<file path="src/rtl/vga_pkg.sv">
// Shared VGA 640x480@60 timing constants, pixel type and colour-bar helper,
// used by the controller and by the picture generator.
package vga_pkg;

    localparam int SCREEN_W   = 640;
    localparam int SCREEN_H   = 480;
    localparam int VGA_H_FP   = 16;
    localparam int VGA_H_SYNC = 96;
    localparam int VGA_H_BP   = 48;
    localparam int VGA_V_FP   = 10;
    localparam int VGA_V_SYNC = 2;
    localparam int VGA_V_BP   = 33;

    localparam int H_TOTAL = SCREEN_W + VGA_H_FP + VGA_H_SYNC + VGA_H_BP;
    localparam int V_TOTAL = SCREEN_H + VGA_V_FP + VGA_V_SYNC + VGA_V_BP;

    typedef logic [11:0] rgb_t;

    // Bar index bit 0 drives red, bit 1 green, bit 2 blue.
    function automatic rgb_t bar_colour(input logic [2:0] bar);
        return {{4{bar[0]}}, {4{bar[1]}}, {4{bar[2]}}};
    endfunction

endpackage

</file>
<file path="src/rtl/vga_timing_cnt.sv">
// Horizontal/vertical raster counters; advance once per pixel strobe and wrap
// at end of line and end of frame.
module vga_timing_cnt
    import vga_pkg::*;
#(
    parameter int LINE_LEN    = H_TOTAL,
    parameter int FRAME_LINES = V_TOTAL,
    parameter int HW          = $clog2(LINE_LEN),
    parameter int VW          = $clog2(FRAME_LINES)
) (
    input  logic          clk,
    input  logic          rst,
    input  logic          en,
    output logic [HW-1:0] h_cnt,
    output logic [VW-1:0] v_cnt
);

    localparam logic [HW-1:0] H_LAST = HW'(LINE_LEN - 1);
    localparam logic [VW-1:0] V_LAST = VW'(FRAME_LINES - 1);

    // NOTE: sequential state uses <= so every register samples pre-edge values.
    always_ff @(posedge clk) begin
        if (rst) begin
            h_cnt <= '0;
            v_cnt <= '0;
        end else if (en) begin
            if (h_cnt == H_LAST) begin
                h_cnt <= '0;
                v_cnt <= (v_cnt == V_LAST) ? '0 : v_cnt + 1'b1;
            end else begin
                h_cnt <= h_cnt + 1'b1;
            end
        end
    end

endmodule

</file>
<file path="src/rtl/vga_ctrl.sv">
// VGA timing controller: sync generation, blanking and a one-pixel output
// register. Define VGA_TEST_PATTERN_EN to add test_sel and 8 colour bars.
module vga_ctrl
    import vga_pkg::*;
#(
    parameter int H_ACTIVE = SCREEN_W,
    parameter int H_FP     = VGA_H_FP,
    parameter int H_SYNC   = VGA_H_SYNC,
    parameter int H_BP     = VGA_H_BP,
    parameter int V_ACTIVE = SCREEN_H,
    parameter int V_FP     = VGA_V_FP,
    parameter int V_SYNC   = VGA_V_SYNC,
    parameter int V_BP     = VGA_V_BP
) (
    input  logic        clk,
    input  logic        rst,
    input  logic        pix_en,
`ifdef VGA_TEST_PATTERN_EN
    input  logic        test_sel,
`endif
    input  logic [11:0] rgb_in,
    output logic [9:0]  pix_x,
    output logic [8:0]  pix_y,
    output logic        vga_hs,
    output logic        vga_vs,
    output logic [11:0] vga_rgb,
    output logic        frame_start
);

    localparam int LINE_LEN    = H_ACTIVE + H_FP + H_SYNC + H_BP;
    localparam int FRAME_LINES = V_ACTIVE + V_FP + V_SYNC + V_BP;
    localparam int HW          = $clog2(LINE_LEN);
    localparam int VW          = $clog2(FRAME_LINES);

    localparam logic [HW-1:0] H_ACT_END = HW'(H_ACTIVE);
    localparam logic [HW-1:0] HS_BEGIN  = HW'(H_ACTIVE + H_FP);
    localparam logic [HW-1:0] HS_END    = HW'(H_ACTIVE + H_FP + H_SYNC);
    localparam logic [HW-1:0] H_LAST    = HW'(LINE_LEN - 1);
    localparam logic [VW-1:0] V_ACT_END = VW'(V_ACTIVE);
    localparam logic [VW-1:0] VS_BEGIN  = VW'(V_ACTIVE + V_FP);
    localparam logic [VW-1:0] VS_END    = VW'(V_ACTIVE + V_FP + V_SYNC);
    localparam logic [VW-1:0] V_LAST_ACT = VW'(V_ACTIVE - 1);
`ifdef VGA_TEST_PATTERN_EN
    localparam logic [9:0]    BAR_W     = 10'(H_ACTIVE / 8);
`endif

    logic [HW-1:0] h_cnt;
    logic [VW-1:0] v_cnt;
    logic          active;
    logic          hs_n;
    logic          vs_n;
    logic          last_pixel;
    rgb_t          pixel;

    vga_timing_cnt #(
        .LINE_LEN    (LINE_LEN),
        .FRAME_LINES (FRAME_LINES),
        .HW          (HW),
        .VW          (VW)
    ) u_timing_cnt (
        .clk   (clk),
        .rst   (rst),
        .en    (pix_en),
        .h_cnt (h_cnt),
        .v_cnt (v_cnt)
    );

    // NOTE: every output of this block is assigned on every path, so no latch.
    always_comb begin
        active     = (h_cnt < H_ACT_END) && (v_cnt < V_ACT_END);
        pix_x      = active ? 10'(h_cnt) : '0;
        pix_y      = active ? 9'(v_cnt) : '0;
        hs_n       = (h_cnt >= HS_BEGIN) && (h_cnt < HS_END);
        vs_n       = (v_cnt >= VS_BEGIN) && (v_cnt < VS_END);
        last_pixel = (h_cnt == H_LAST) && (v_cnt == V_LAST_ACT);
`ifdef VGA_TEST_PATTERN_EN
        pixel      = test_sel ? bar_colour(3'(pix_x / BAR_W)) : rgb_in;
`else
        pixel      = rgb_in;
`endif
    end

    // rgb and syncs share one register stage so they stay pixel-aligned.
    always_ff @(posedge clk) begin
        if (rst) begin
            vga_rgb     <= '0;
            vga_hs      <= 1'b1;
            vga_vs      <= 1'b1;
            frame_start <= 1'b0;
        end else begin
            frame_start <= pix_en && last_pixel;
            if (pix_en) begin
                vga_rgb <= active ? pixel : '0;
                vga_hs  <= ~hs_n;
                vga_vs  <= ~vs_n;
            end
        end
    end

endmodule

</file>
<file path="config.mk">
export PLATFORM = sky130hd
export DESIGN_NAME = vga_ctrl
export DESIGN_NICKNAME = d
export VERILOG_FILES = /design/src/rtl/vga_pkg.sv /design/src/rtl/vga_timing_cnt.sv /design/src/rtl/vga_ctrl.sv
export SDC_FILE = /design/constraint.sdc
export NUM_CORES = 1
export LEC_CHECK = 0
export CORE_UTILIZATION = 43
export CTS_CLUSTER_DIAMETER = 200
export CTS_CLUSTER_SIZE = 14
export DETAILED_ROUTE_END_ITERATION = 16
export GPL_TIMING_DRIVEN = 0
export HOLD_SLACK_MARGIN = 0.05
export PLACE_DENSITY = 0.75
export SLEW_MARGIN = 20
export SYNTH_ARGS = -nofsm -noshare
export SYNTH_HDL_FRONTEND = slang
export SYNTH_HIERARCHICAL = 1
export SYNTH_SLANG_ARGS = --single-unit
</file>
<file path="constraint.sdc">
create_clock -name clk -period 1.8 [get_ports clk]
set_clock_uncertainty 0.2 [all_clocks]
set_input_delay 0.36 -clock clk [delete_from_list [all_inputs] [get_ports clk]]
set_output_delay 0.36 -clock clk [all_outputs]
set_load 0.02 [all_outputs]
</file>
==> results.py <==
metrics = {
    "run_status": {
        "violations": "setup timing",
        "status": "finished, violations left",
    },
    "critical_path": {
        "worstPathArrival_ps": 1690,
        "cp_slowest_stage_delay_ps": 350,
        "critPathTopFamily": "simple AND/OR/NAND/NOR gates",
        "startpoint_type": "flop",
        "crit_type": "flop to output pin",
        "crit_fanout": 5,
        "cp-end-kind": "output pin",
        "path_cells": "and4b_2, a211oi_4, buf_4, buf_8, and2_4, buf_6",
        "critPathSlowestCell": "dfxtp_4",
        "cp.required_ps": 1240,
        "critPathBufInv": 3,
    },
    "grt": {
        "grt_pass1_wl_um": 7870,
        "grt_use_total_pct": 23.6,
        "grt_antenna_before_repair": 0,
        "grt_overflow": 0,
        "grt_pass1_vias": 1590,
        "grt_max_degree": 12,
    },
    "final_layout": {
        "final_common_cell": "buf_6",
        "drive_above_1_share_pct": 35.0,
        "seq_area_sq_um": 737,
        "post-route-util_pct": 68.0,
        "fill_cells": 317,
        "multi_input_area_sq_mm": 0.00112,
        "area_growth_pct": 50.2,
        "final_cell_mix": "24 x buf_6, 22 x dfxtp_1, 16 x nor2_1, 16 x clkdlybuf4s50_1, 14 x buf_4",
        "nNetsFinal": 291,
        "diodes": 0,
    },
    "synth": {
        "ys_ff_latch": 35,
        "synth_nets": 220,
        "synth_edf_count": 0,
        "synth_top_cell_by_area": "dfxtp_1",
        "synthFlopType": "dfxtp_1",
        "synth_top_area_share_pct": 38.2,
        "yosysSeqAreaShare_pct": 38.2,
        "synthTopCellsByArea": "dfxtp_1 38%, and2_1 7.2%, a41o_1 6.5%",
        "synth.distinct_cells": 43,
        "async_flop_share_pct": 0,
        "yosysWarnings": 6,
        "syn_area_sq_mm": 0.00184,
        "netlist_instances": 202,
        "syn_avg_cell_area_sq_um": 9.09,
    },
    "sta": {
        "finalSetupViolations": 19,
        "max_freq_mhz": 444,
        "tightest_slew_ps": 444,
        "finalCriticalPeriod_ps": 2250,
        "setup_slack_ps": -453,
        "max_slew_margin_pct": 70.4,
        "hold_viol": 0,
        "setup_tns_ps": -8180,
        "slew_violations": 0,
        "rsz0062_at_grt": "true",
        "period_share_pct": 125,
        "whs_ps": 294,
    },
    "floorplan": {
        "die_w_um": 67.3,
        "start_util_pct": 45.2,
        "die-area_sq_mm": 0.00453,
        "core.rowCount": 23,
        "fp.dieH_um": 67.3,
        "ios": 49,
        "core_area_sq_mm": 0.00406,
    },
    "pwr": {
        "leakage_uw": 0.00127,
        "p_per_area_mw_per_mm2": 560,
        "vdd.ir_drop.worst_mv": 0.363,
    },
    "drt": {
        "wirelength_um": 5300,
        "routedWlPerCell_um": 16.4,
        "drt_first_pass_iters": 4,
        "vias": 1822,
        "drc": 0,
        "dr.first_iter.drc_count": 129,
        "postRouteAntennaNets": 0,
        "vias_per_cell": 5.62,
    },
    "cts": {
        "clock_path_buffers": 2,
        "hold_buffers": 0,
        "insertion_delay_ps": 290,
        "cts_tree": "done",
        "clock_sinks": 35,
        "root_buffer": "clkbuf_8",
        "cts_buffers": 5,
        "clk_pin_slew_ps": 70,
        "ctsHtreeMaxLevel": 2,
    },
    "placed_design": {
        "post-place-ws_ps": -769,
        "gpl.final_weighted_congestion": 0.824,
        "hpwlAfterDp_um": 3310,
        "portBuffers": 48,
    },
    "hold_path": {
        "hold_path_class": "flop to flop",
    },
    "flow_run": {
        "max_cap_viol_count": 0,
    },
}
## registers in the layout, indices dropped and copies added (netlist names)
signal and count:
vga_rgb 12, u_timing_cnt/h_cnt 10, u_timing_cnt/v_cnt 10, frame_start 1
vga_hs 1, vga_vs 1
## report_power, final
part           internal [uW]  total, uW  switching (uW)
sequential               785        798            13.2
combinational           96.5        188            91.2
clock                    270        558             288
total                   1150       1540             393
## metrics by stage
step	area, sq um	power [uW]	cells
3_5_place_dp	2400	1010	300
2_1_floorplan	1860	914	202
6_report	2760	1540	324
5_1_grt	2760	1600	324
4_1_cts	2640	1550	318
3_3_place_gp	2400	1000	300
## path summary, 6_finish.rpt
| check | from | to | slack [ps] | depth (start not counted) |
|---|---|---|---|---|
| max | u_timing_cnt/v_cnt[7] | pix_y[4] | -450 | 6 |
| min | vga_hs | vga_hs | 290 | 2 |
| max reg2reg | u_timing_cnt/v_cnt[1] | u_timing_cnt/v_cnt[9] | 60 | 7 |
| min reg2reg | vga_hs | vga_hs | 290 | 2 |
## timing repair
| item | 4_1_cts | 5_1_grt |
|---|---|---|
| pin swaps | 4 | 4 |
| buffers inserted | 9 | 6 |
| resized for setup | 142 | 36 |
| cloned | 1 | 1 |
| endpoints found under the setup margin | 50 | 49 |
## tightest hold or removal path, delay by kind of cell (launching register included)
family | cells | cell delay (ps)
and+or+nand+nor | 1 | 60
AOI/OAI and AO/OA | 1 | 80
DFF | 1 | 330
## Yosys cell counts, types with 4 or more instances
cell and number:
nand3_1 12, nand4_1 7, nor3b_1 13, xnor2_1 5, o21ai_0 9, nand2_1 11
nor2_1 16, xor2_1 5, dfxtp_1 35, a41o_1 12, inv_1 4, and3_1 4
and2_1 21
## final cells by class
class                      count  area share (%)
tap                           50            2.27
inverter                       4           0.544
clock buffer                   6            2.63
timing repair buffer          65            24.5
clock inverter                 2           0.454
buffer                         9            2.09
sequential                    35            26.7
multi-input combinational    153            40.8
## cells by family (layout without fill, tap and decap cells)
logic type | Yosys count | count (layout) | share of synthesized area [%]
buffers and inverters | 14 | 86 | 3.75
multiplexers | 3 | 3 | 1.64
AO/OA/AOI/OAI | 35 | 35 | 16.2
XOR/XNOR | 10 | 10 | 4.77
flip-flops | 35 | 35 | 38.2
adder cells (fa/ha/maj) | 3 | 3 | 2.05
AND/OR/NAND/NOR | 102 | 102 | 33.5
## metal layers
| layer | vias up | track usage (%) | wire (um) |
|---|---|---|---|
| li1 | 890 | - | - |
| met1 | 862 | 32.2 | 2430 |
| met2 | 63 | 36.4 | 2520 |
| met3 | 7 | 5.91 | 292 |
| met4 | 0 | 7.45 | 59 |
| met5 | - | 0 | 0 |
No activity file was read; power rests on OpenSTA's default activity.
